## config.mk

```make
export PLATFORM = sky130hd
export DESIGN_NAME = bus_copy_master
export DESIGN_NICKNAME = d
export VERILOG_FILES = /design/src/rtl/bus_copy_master_pkg.sv /design/src/rtl/bus_watchdog.sv /design/src/rtl/bus_copy_master.sv
export SDC_FILE = /design/constraint.sdc
export NUM_CORES = 1
export LEC_CHECK = 0
export CAP_MARGIN = 25
export CORE_MARGIN = 2
export CORE_UTILIZATION = 47
export CTS_CLUSTER_SIZE = 24
export DETAILED_ROUTE_END_ITERATION = 10
export PLACE_DENSITY = 0.85
export SLEW_MARGIN = 20
export SYNTH_ARGS = -nofsm -noshare
export SYNTH_HDL_FRONTEND = slang
export SYNTH_SLANG_ARGS = --single-unit
```

## constraint.sdc

```tcl
create_clock -name clk -period 2.25 [get_ports clk]
set_input_delay 0.225 -clock clk [delete_from_list [all_inputs] [get_ports clk]]
set_output_delay 0.225 -clock clk [all_outputs]
set_load 0.1 [all_outputs]
```

## src/rtl/bus_copy_master_pkg.sv

```systemverilog
// Shared types and constants for the bus copy master and its watchdog.
package bus_copy_master_pkg;

  localparam int unsigned ADR_W           = 30;
  localparam int unsigned DAT_W           = 32;
  localparam int unsigned SEL_W           = 4;
  localparam int unsigned LEN_W           = 16;
  localparam int unsigned TIMEOUT_DEFAULT = 1024;

  localparam logic [SEL_W-1:0] SEL_ALL = 4'hF;

  typedef enum logic [1:0] {
    ST_IDLE,
    ST_READ,
    ST_WRITE,
    ST_DONE
  } state_t;

  typedef struct packed {
    logic             cyc;
    logic             we;
    logic [SEL_W-1:0] sel;
    logic [ADR_W-1:0] adr;
    logic [DAT_W-1:0] dat;
  } bus_req_t;

  // Word pointers wrap silently at the top of the 30-bit space.
  function automatic logic [ADR_W-1:0] next_word(input logic [ADR_W-1:0] a);
    return a + ADR_W'(1);
  endfunction

endpackage

```

## src/rtl/bus_watchdog.sv

```systemverilog
// Counts cycles spent waiting for an acknowledge and flags expiry at TIMEOUT.
module bus_watchdog
  import bus_copy_master_pkg::*;
#(
  parameter int unsigned TIMEOUT = TIMEOUT_DEFAULT
) (
  input  logic clk,
  input  logic resetn,
  input  logic clear,
  input  logic run,
  output logic expired
);

  localparam int unsigned CNT_W = $clog2(TIMEOUT + 1);

  logic [CNT_W-1:0] count;

  // expired rises while the TIMEOUT-th wait cycle is in progress, so the
  // master can abort on the edge that would complete that cycle.
  always_ff @(posedge clk) begin
    if (!resetn || clear) begin
      count   <= '0;
      expired <= 1'b0;
    end else if (run) begin
      count   <= count + CNT_W'(1);
      expired <= expired | (count == CNT_W'(TIMEOUT - 2));
    end
  end

endmodule

```

## src/rtl/bus_copy_master.sv

```systemverilog
// Word-by-word memory copy master: read a source word, write it to the
// destination, repeat len times, with a per-transaction ack watchdog.
module bus_copy_master
  import bus_copy_master_pkg::*;
#(
  parameter int unsigned TIMEOUT = TIMEOUT_DEFAULT
) (
  input  logic                clk,
  input  logic                resetn,
  input  logic                start,
  input  logic [ADR_W-1:0]    src_adr,
  input  logic [ADR_W-1:0]    dst_adr,
  input  logic [LEN_W-1:0]    len,
  output logic                busy,
  output logic                done,
  output logic                err,
  output logic [ADR_W-1:0]    adr,
  output logic [DAT_W-1:0]    dat,
  output logic [SEL_W-1:0]    sel,
  output logic                we,
  output logic                cyc,
  input  logic [DAT_W-1:0]    rdt,
  input  logic                ack
);

  state_t           state, state_nxt;
  bus_req_t         bus, bus_nxt;
  logic [ADR_W-1:0] src_ptr, src_ptr_nxt;
  logic [ADR_W-1:0] dst_ptr, dst_ptr_nxt;
  logic [LEN_W-1:0] remain, remain_nxt;
  logic             busy_nxt, done_nxt, err_nxt;
  logic             wd_clear, wd_run, wd_expired;

  bus_watchdog #(
    .TIMEOUT (TIMEOUT)
  ) u_watchdog (
    .clk     (clk),
    .resetn  (resetn),
    .clear   (wd_clear),
    .run     (wd_run),
    .expired (wd_expired)
  );

  always_ff @(posedge clk) begin
    if (!resetn) begin
      state   <= ST_IDLE;
      bus     <= '0;
      src_ptr <= '0;
      dst_ptr <= '0;
      remain  <= '0;
      busy    <= 1'b0;
      done    <= 1'b0;
      err     <= 1'b0;
    end else begin
      state   <= state_nxt;
      bus     <= bus_nxt;
      src_ptr <= src_ptr_nxt;
      dst_ptr <= dst_ptr_nxt;
      remain  <= remain_nxt;
      busy    <= busy_nxt;
      done    <= done_nxt;
      err     <= err_nxt;
    end
  end

  // Next-state and next-output logic; every register is updated from here.
  always_comb begin
    state_nxt   = state;
    bus_nxt     = bus;
    src_ptr_nxt = src_ptr;
    dst_ptr_nxt = dst_ptr;
    remain_nxt  = remain;
    busy_nxt    = busy;
    done_nxt    = 1'b0;
    err_nxt     = err;
    wd_clear    = 1'b0;
    wd_run      = 1'b0;

    case (state)
      ST_IDLE: begin
        if (start) begin
          err_nxt     = 1'b0;
          busy_nxt    = 1'b1;
          src_ptr_nxt = src_adr;
          dst_ptr_nxt = dst_adr;
          remain_nxt  = len;
          if (len == '0) begin
            state_nxt = ST_DONE;
          end else begin
            state_nxt   = ST_READ;
            wd_clear    = 1'b1;
            bus_nxt.cyc = 1'b1;
            bus_nxt.we  = 1'b0;
            bus_nxt.sel = SEL_ALL;
            bus_nxt.adr = src_adr;
          end
        end
      end

      ST_READ: begin
        if (ack) begin
          // cyc stays high: the write is issued on the same edge.
          state_nxt   = ST_WRITE;
          wd_clear    = 1'b1;
          src_ptr_nxt = next_word(src_ptr);
          bus_nxt.we  = 1'b1;
          bus_nxt.adr = dst_ptr;
          bus_nxt.dat = rdt;
        end else if (wd_expired) begin
          state_nxt   = ST_DONE;
          err_nxt     = 1'b1;
          bus_nxt.cyc = 1'b0;
          bus_nxt.we  = 1'b0;
          bus_nxt.sel = '0;
        end else begin
          wd_run = 1'b1;
        end
      end

      ST_WRITE: begin
        if (ack) begin
          dst_ptr_nxt = next_word(dst_ptr);
          remain_nxt  = remain - LEN_W'(1);
          if (remain == LEN_W'(1)) begin
            state_nxt   = ST_DONE;
            bus_nxt.cyc = 1'b0;
            bus_nxt.we  = 1'b0;
            bus_nxt.sel = '0;
          end else begin
            state_nxt   = ST_READ;
            wd_clear    = 1'b1;
            bus_nxt.we  = 1'b0;
            bus_nxt.adr = src_ptr;
          end
        end else if (wd_expired) begin
          state_nxt   = ST_DONE;
          err_nxt     = 1'b1;
          bus_nxt.cyc = 1'b0;
          bus_nxt.we  = 1'b0;
          bus_nxt.sel = '0;
        end else begin
          wd_run = 1'b1;
        end
      end

      ST_DONE: begin
        state_nxt = ST_IDLE;
        done_nxt  = 1'b1;
        busy_nxt  = 1'b0;
      end

      default: state_nxt = ST_IDLE;
    endcase
  end

  assign cyc = bus.cyc;
  assign we  = bus.we;
  assign sel = bus.sel;
  assign adr = bus.adr;
  assign dat = bus.dat;

endmodule

```

==> results of run 1 <==
[worst max-delay path: stages, from the launching register on]
cell and delay, ns:
dfxtp_1 0.33, inv_1 0.08, ha_2 0.21, nor2b_1 0.15, buf_4 0.16, a211o_1 0.26, a2111o_2 0.54, clkbuf_16 0.23
mux2i_1 0.12
[metrics by stage]
stage	setup WS (ns)	cells
after floorplan	0.04934	1088
after global placement	-0.03828	1474
after detailed placement	-0.08244	1474
after CTS	0.01476	1506
after global routing	-0.01365	1509
final	0.04972	1509
[worst min-delay path by stage]
stage / to / depth (start not counted) / slack, ns / start
2_1_floorplan: dat[0] / 2 / 0.36 / rdt[0]
3_3_place_gp: dat[20] / 2 / 0.44 / dat[20]
3_5_place_dp: we / 2 / 0.45 / we
4_1_cts: src_ptr[25] / 3 / 0.14 / resetn
5_1_grt: src_ptr[25] / 3 / 0.16 / resetn
6_report: src_ptr[25] / 3 / 0.15 / resetn
[cell type report]
type	instances	area, sq um	share of cell area, %
clock buffers	20	456.7	3.934
multi-input cells	811	5115	44.07
repair buffers	254	2308	19.89
well taps	229	286.5	2.468
clock inverters	12	133.9	1.153
inverters	22	82.58	0.7114
flip-flops and latches	161	3224	27.78
[kinds of logic after synthesis]
kind of cell	after synthesis
muxes	44
AOI/OAI and AO/OA	342
and+or+nand+nor	405
DFF	161
buffers and inverters	116
adders and majority gates	10
xor gates and xnor gates	10
[where the power goes]
part / internal, uW / total, uW / switching, uW
registers: 3480 / 4110 / 632
clock network: 1690 / 2930 / 1240
logic: 2150 / 6370 / 4220
total: 7320 / 13400 / 6090
[metal layers]
metal / vias up / GRT usage (%) / part of all wire (%)
li1: 4418 / - / -
met1: 4395 / 35.95 / 40
met2: 519 / 43.21 / 46
met3: 57 / 6.974 / 11
met4: 0 / 9.474 / 2.6
met5: - / 0 / 0
[state kept, by name, summed over array words and instances, names as in the netlist, 2 cells and up]
signal            flops
adr                  30
dat                  32
dst_ptr              30
remain               16
sel                   4
src_ptr              30
state                 2
u_watchdog.count     11
[cell usage after synthesis (all sizes together), types with 8 or more instances]
| cell | n |
|---|---|
| nand3 | 38 |
| clkbuf | 72 |
| nor2 | 71 |
| dfxtp | 161 |
| buf | 22 |
| a31oi | 16 |
| o21ai | 39 |
| and3 | 20 |
| nor3 | 34 |
| nor4 | 13 |
| a211oi | 14 |
| o22ai | 21 |
| or4 | 8 |
| o221a | 14 |
| ha | 10 |
| a21oi | 106 |
| inv | 20 |
| nand4 | 26 |
| nand2 | 153 |
| a221o | 31 |
| o211ai | 36 |
| and2 | 10 |
| mux2i | 40 |
[placed cells by master (no fill, tap or decap), drive strengths merged, types with 16 or more instances in the layout]
| master | n |
|---|---|
| and3 | 20 |
| nor3 | 34 |
| dfxtp | 161 |
| o21ai | 39 |
| inv | 21 |
| nand4 | 26 |
| nand2 | 153 |
| a21oi | 106 |
| buf | 142 |
| clkdlybuf4s50 | 110 |
| a221o | 31 |
| clkbuf | 22 |
| a31oi | 16 |
| nand3 | 38 |
| nor2 | 71 |
| o211ai | 36 |
| mux2i | 40 |
| o22ai | 21 |
==> results.toml, run 1 <==
[place]
port_buffers = 182
gp_congestion = 0.9415
hpwl_um = 19160
placed_cell_area_sq_mm = 0.01092

[routing]
wl_um = 28080
wl_per_cell_um = 18.61
ant_nets = 0
dr.pass1.iters = 9
viasPerCell = 6.222
drt_iter0_markers = 1086
drc = 1
vias = 9389

[logic_synthesis]
synth-main-ff-cell = "dfxtp_1"
synthArstFlopShare_pct = 0
synth_edf_count = 0
ys.warnings.count = 0
synth_nets = 1210
synth.avg_cell_area_sq_um = 8.048
synth_top_area_share_pct = 36.81
yosys-top-cells-area = "dfxtp_1, nand2_1, a21oi_1"
seq_area_frac_synth_pct = 36.81
synth.cell_area_sq_mm = 0.008756
yosysTopAreaCell = "dfxtp_1"
synth_seq_cells = 161
synth-simple-area-share_pct = 23.18
ys_types = 73
synth.area.mux_share_pct = 5.087
synth_compound_area_share_pct = 27.04
synth_top_family_by_area = "compound AO/OA/AOI/OAI gates"
synth_cells = 1088
synth_xor_area_share_pct = 1.000
synthAdderAreaFrac_pct = 1.429

[cts]
cts_resized = 0
clk_pin_slew_worst_paths_ns = 0.07
htree_levels = 4
cts_hold_buf = 0
numCtsBuffers = 17
post-cts-setup-buffers = 0
clock_latency_ns = 0.43
ctsRootBufferMaster = "clkbuf_16"
tritoncts = "yes"
max-clock-path-buffers = 2
clock_sinks = 161

[timing]
holdWs_ns = 0.1466
worst_pin_slew_ns = 0.6962
rsz0062_at_grt = "true"
setup_tns_ns = 0
min_period_ns = 2.200
skew_ns = 0.01042
hold_viol_final = 0
finalSetupViolCount = 0
drv_slew = 0
relSlewSlack_pct = 53.58
clock.fmax_ghz = 0.4545
min_period_over_period_pct = 97.79

[critical_path]
worstReg2RegStart = "state[1]"
cp-startpoint = "state[1]"
crit_arrival_ns = 2.50
cp_max_fo = 8
crit_path_start_kind = "flip-flop"
crit_path_end = "adr[15]"
worstPathRequired_ns = 2.55
endpoint_kind = "flip-flop"
reg2reg_depth = 8
critical_path_class = "flip-flop to flip-flop"
timing.rr.end = "adr[15]"
r2r_slack_ns = 0.05

[cells_and_area]
final_nets = 1389
finish.instance_area_sq_mm = 0.01161
final_core_util_pct = 63.96
num-fill-cells = 1513
drive_gt1_share_pct = 17.81
diodes = 0
area_growth_pct = 32.57

[global_route]
first_global_vias = 8680
gr-total-overflow = 0
grt_start_max_net_pins = 78
grt_first_pass_wirelength_um = 43960
track_usage_pct = 27.16
antenna_found_initial = 0

[run_status]
failed_checks = "design-rule violations"
status = "complete, but fails checks"

[die]
die_w_um = 140.5
initial_core_util_pct = 48.25
std_cell_rows = 49
die_h_um = 140.5
io_pins = 183
core_area_sq_mm = 0.01815
dieArea_sq_mm = 0.01974

[pwr]
peakVddDrop_uv = 646.5
cellLeakagePower_uw = 0.004395
pwr_density_cell_mw_per_mm2 = 1156
design_power_total_uw = 13420

[flow_run]
cap_violations = 0

[min_path]
hold_class = "input port to flip-flop"
Power figures use the tool's default switching activity.
==> run 2: changes to the inputs <==
--- a/config.mk
+++ b/config.mk
@@ -7,10 +7,11 @@
 export LEC_CHECK = 0
 export CAP_MARGIN = 25
 export CORE_MARGIN = 2
-export CORE_UTILIZATION = 47
+export CORE_UTILIZATION = 52
 export CTS_CLUSTER_SIZE = 24
 export DETAILED_ROUTE_END_ITERATION = 10
-export PLACE_DENSITY = 0.85
+export DONT_BUFFER_PORTS = 1
+export PLACE_DENSITY = 0.78
 export SLEW_MARGIN = 20
 export SYNTH_ARGS = -nofsm -noshare
 export SYNTH_HDL_FRONTEND = slang
==> run 2 against run 1 <==
The flow now finishes without violations. Die area decreased by 9.4%. Clock power increased by 6%. Non-clock buffer count decreased by 70. Worst hold slack got worse by 0.14 ns. Combinational power decreased by 1%. First-iteration DRC count increased by 0.55%. Routed wire length increased by 1.6%. Core utilization increased by 2.5 points. Fmax increased by 0.18%. Clock skew about the same.
==> results.toml, run 2 (synthesized netlist as in run 1, its figures left out) <==
[run_status]
status = "complete, no violations"

[cts]
numCtsBuffers = 17
ctsRootBufferMaster = "clkbuf_16"
clock_sinks = 161
tritoncts = "yes"
clk_pin_slew_worst_paths_ns = 0.07
post-cts-setup-buffers = 0
max-clock-path-buffers = 2
clock_latency_ns = 0.43
htree_levels = 4

[pwr]
cellLeakagePower_uw = 0.004164
pwr_density_cell_mw_per_mm2 = 1224
peakVddDrop_uv = 714.1
design_power_total_uw = 13440

[global_route]
gr-total-overflow = 0
first_global_vias = 8463
grt_start_max_net_pins = 104
antenna_found_initial = 2
grt_first_pass_wirelength_um = 43930
track_usage_pct = 30.53

[cells_and_area]
largest_register_ffs = 32
finish.instance_area_sq_mm = 0.01098
final_nets = 1319
mostFrequentLayoutCells = "dfxtp_1, nand2_1, buf_4, a21oi_1, nor2_1"
mostFrequentLayoutCell = "dfxtp_1"
area_growth_pct = 25.41
drive_gt1_share_pct = 18.10

[routing]
drt-met1-wl_um = 11180
wl_per_cell_um = 19.93
wl_um = 28540
met2_wirelength_um = 13090
drt_iter0_markers = 1092
dr_wl_met3_um = 3193
viasPerCell = 6.482
drc = 0
ant_nets = 0
vias = 9282
dr.pass1.iters = 6
top_layer_used = "met4"

[min_path]
holdPathStages = 2
hp-start = "src_adr[8]"
hold_class = "input port to flip-flop"
whs_endpoint = "adr[8]"

[critical_path]
timing.rr.end = "src_ptr[29]"
worstPathRequired_ns = 2.58
r2r_slack_ns = 0.05
crit_buf_inv = 1
critical_path_class = "flip-flop to flip-flop"
max_stage_delay_ns = 0.54
crit_path_start_kind = "flip-flop"
endpoint_kind = "flip-flop"
path_delay_family = "simple AND/OR/NAND/NOR gates"
cp-startpoint = "state[0]"
cp_max_fo = 6
worstReg2RegStart = "state[0]"
slowest_stage = "or4_1"
reg2reg_depth = 6
crit_chain = "inv_1 > ha_1 > nor2b_1 > or3_1 > or4_1 > o311ai_1"
crit_arrival_ns = 2.52

[timing]
finalSetupViolCount = 0
relSlewSlack_pct = 59.80
worst_pin_slew_ns = 0.6007
clock.fmax_ghz = 0.4553
min_period_over_period_pct = 97.62
min_period_ns = 2.196
hold_viol_final = 0
drv_slew = 0
skew_ns = 0.009957

[place]
gp_congestion = 0.9438
port_buffers = 0
placed_cell_area_sq_mm = 0.009749
hpwl_um = 17940

[die]
io_pins = 183
core_area_sq_mm = 0.01652
die_h_um = 133.8
dieArea_sq_mm = 0.01789
die_w_um = 133.8
initial_core_util_pct = 52.99
std_cell_rows = 47

[flow_run]
cap_violations = 0
[run 2: cell types whose count changed in the layout (fill, tap and decap cells not counted), moves of 2 or more]
cell,previous run,this run
clkdlybuf4s50_1,110,0
clkinv_4,2,6
diode_2,0,2
dlygate4sd3_1,0,48
clkinvlp_4,5,1
clkinv_2,2,0
inv_6,1,3
buf_4,134,125
[run 2: worst max path at each step]
stage / endpoint / cells past startpoint
2_1_floorplan: u_watchdog.count[10] / 8
3_3_place_gp: u_watchdog.count[8] / 6
3_5_place_dp: src_ptr[29] / 6
4_1_cts: src_ptr[29] / 6
5_1_grt: adr[16] / 8
6_report: src_ptr[29] / 6
[run 2: layer usage]
metal  GRT usage, %  vias up
met4          11.52        0
met3          9.475       93
met1          39.32     4405
li1               -     4289
met2          48.03      495
met5              0        -
[run 2: area by class of cell]
type | instances | area [sq um]
clock buffer | 19 | 452.9
tap | 220 | 275.3
inverter | 22 | 82.58
antenna | 2 | 5.005
multi-input combinational | 811 | 5116
timing repair buffer | 184 | 1648
fill | 1303 | 5544
sequential | 161 | 3224
clock inverter | 13 | 176.4
[run 2: where the power goes]
part	internal (uW)	leakage [uW]	switching, uW
combinational	2040	0.00254	4270
sequential	3470	0.00132	570
clock	1830	0.000305	1270
total	7340	0.00416	6110
[run 2: timing repair]
item / CTS / global route
hold endpoints to repair: 113 / 0
hold buffers: 49 / 0
pin swaps: 0 / 2
resized for setup: 1 / 6
gates cloned: 0 / 3
setup endpoints to repair: 1 / 24
[run 2: worst reg2reg max path, cell delays in order, from the launching register on]
cell and delay (ns):
dfxtp_2 0.35, inv_1 0.06, ha_1 0.22, nor2b_1 0.15, or3_1 0.50, or4_1 0.54
o311ai_1 0.28
[run 2: metrics by stage]
stage / std cells / hold slack [ns] / setup WS [ns] / TNS (ns) / util [%]
global route: 1431 / 0.002914 / -0.01534 / -0.1579 / 66.43
finish: 1432 / 0.001871 / 0.05364 / 0 / 66.45
global placement: 1346 / 0.3548 / 0.1175 / 0 / 59.00
CTS: 1427 / 0.0004118 / 0.01576 / 0 / 65.88
detailed placement: 1346 / 0.3598 / 0.01328 / 0 / 59.00
floorplan: 1088 / 0.3610 / 0.04934 / 0 / -
==> run 3: changes to the inputs <==
--- a/config.mk
+++ b/config.mk
@@ -6,12 +6,14 @@
 export NUM_CORES = 1
 export LEC_CHECK = 0
 export CAP_MARGIN = 25
-export CORE_MARGIN = 2
+export CORE_MARGIN = 4
 export CORE_UTILIZATION = 52
+export CTS_CLUSTER_DIAMETER = 150
 export CTS_CLUSTER_SIZE = 24
 export DETAILED_ROUTE_END_ITERATION = 10
 export DONT_BUFFER_PORTS = 1
 export PLACE_DENSITY = 0.78
+export RECOVER_POWER = 100
 export SLEW_MARGIN = 20
 export SYNTH_ARGS = -nofsm -noshare
 export SYNTH_HDL_FRONTEND = slang
==> run 3 against run 2 <==
Worst setup slack got worse by 0.014 ns. Register-to-register slack barely moved. Die area rose by 6.1%. Clock skew rose by 0.0013 ns. Final cell count rose by 0.14%. Flip-flop and latch count did not move. Sequential power barely moved. Sequential share of layout area rose by 0.74 points. Count of clock-buffer cells in the layout did not move. Largest power group unchanged. Global-route usage fell by 2.3 points. Total power fell by 3.6%. Highest routed layer is now met5. Largest cell class unchanged. Fmax fell by 0.64%.
==> results.toml, run 3 (synthesized netlist as in run 1, its figures left out) <==
[timing]
finalSetupViolCount = 0
hold_viol_final = 0
relSlewSlack_pct = 16.17
skew_ns = 0.01129
clock.fmax_ghz = 0.4524
worst_pin_slew_ns = 1.257
min_period_over_period_pct = 98.24
min_period_ns = 2.210
fin_ws_ns = 0.03950
holdWs_ns = 0.01393
drv_slew = 0
setup_tns_ns = 0

[routing]
drt_iter0_markers = 1282
wl_per_cell_um = 19.86
wl_um = 28480
dr.pass1.iters = 6
viasPerCell = 6.393
ant_nets = 0
drc = 0
vias = 9167

[global_route]
grt_start_max_net_pins = 109
grt_first_pass_wirelength_um = 42700
gr-total-overflow = 0
first_global_vias = 8313
track_usage_pct = 28.21
antenna_found_initial = 1

[cells_and_area]
drive_gt1_share_pct = 11.87
final_nets = 1323
num-fill-cells = 1392
mostFrequentLayoutCells = "dfxtp_1, nand2_1, a21oi_1, clkbuf_1, nor2_1"
stdcell_count = 1434
mostFrequentLayoutCell = "dfxtp_1"
final_core_util_pct = 64.86
largest_register_ffs = 32
area_growth_pct = 22.41

[min_path]
holdPathStages = 2
whs_endpoint = "dst_ptr[25]"
hp-start = "dst_adr[25]"
hold_class = "input port to flip-flop"

[critical_path]
crit_path_start_kind = "flip-flop"
endpoint_kind = "flip-flop"
worstReg2RegStart = "src_ptr[0]"
timing.rr.end = "src_ptr[24]"
critical_path_class = "flip-flop to flip-flop"
crit_arrival_ns = 2.56
r2r_slack_ns = 0.04
cp-startpoint = "src_ptr[0]"
reg2reg_depth = 6
worstPathRequired_ns = 2.60
cp_max_fo = 6

[place]
port_buffers = 0
pre_cts_slack_ns = 0.01954
dp.cells = 1342
hpwl_um = 17980
gp_congestion = 0.9066

[die]
io_pins = 183
die_w_um = 137.8
std_cell_rows = 47
dieArea_sq_mm = 0.01898
initial_core_util_pct = 52.99
die_h_um = 137.8
core_area_sq_mm = 0.01652

[run_status]
status = "complete, no violations"

[cts]
post-cts-setup-buffers = 0
tritoncts = "yes"
clk_pin_slew_worst_paths_ns = 0.06
numCtsBuffers = 17
max-clock-path-buffers = 2
clock_sinks = 161
ctsRootBufferMaster = "clkbuf_16"
htree_levels = 4
clock_latency_ns = 0.44

[pwr]
peakVddDrop_uv = 664.7
pwr_density_cell_mw_per_mm2 = 1209
cellLeakagePower_uw = 0.003857

[flow_run]
cap_violations = 0
==> run 3: area by class of cell <==
| type | count | area, sq um | area share [%] |
|---|---|---|---|
| Antenna cell | 1 | 2.502 | 0.02335 |
| Clock inverter | 12 | 125.1 | 1.167 |
| Clock buffer | 19 | 452.9 | 4.226 |
| Multi-Input combinational cell | 811 | 5112 | 47.70 |
| Tap cell | 220 | 275.3 | 2.568 |
| Sequential cell | 161 | 3227 | 30.11 |
| Inverter | 22 | 82.58 | 0.7705 |
| Timing Repair Buffer | 188 | 1440 | 13.44 |
==> run 3: where the power goes <==
| group | switching [uW] | leakage, uW | internal [uW] |
|---|---|---|---|
| Clock | 1240 | 0.000280 | 1600 |
| Combinational | 4240 | 0.00225 | 1820 |
| Sequential | 583 | 0.00132 | 3470 |
| Total | 6060 | 0.00386 | 6900 |
==> run 3: worst max path at each step <==
stage | depth (start not counted) | slack [ns] | endpoint
floorplan | 8 | 0.05 | u_watchdog.count[10]
detailed placement | 6 | 0.02 | src_ptr[29]
CTS | 6 | 0.03 | src_ptr[29]
global placement | 6 | 0.14 | src_ptr[29]
global route | 6 | -0.03 | src_ptr[26]
finish | 6 | 0.04 | src_ptr[24]
==> run 3: metrics by stage <==
step | power [uW] | cell area, sq um
floorplan | 8489 | 8756
CTS | 12920 | 10880
finish | 12950 | 10720
global route | 13560 | 10720
detailed placement | 9965 | 9714
global placement | 9867 | 9714
==> run 3: worst max-delay path: stages, from the launching register on <==
cell,delay [ns]
dfxtp_1,0.44
ha_1,0.29
nand4_1,0.22
nor3_2,0.29
nand3_1,0.26
or4_1,0.53
o211ai_1,0.10
==> run 3: timing repair <==
item / 4_1_cts / 5_1_grt
endpoints found under the hold margin: 116 / 0
endpoints found under the setup margin: 0 / 38
hold buffers: 57 / 0
gates resized for setup: 0 / 12
==> run 3: per-layer routing <==
metal / part of all wire (%) / up-vias / track usage (%)
met3: 12 / 61 / 7.706
met2: 47 / 484 / 45.47
li1: - / 4302 / -
met4: 2.4 / 2 / 9.056
met5: 0.025 / - / 0
met1: 39 / 4318 / 36.70
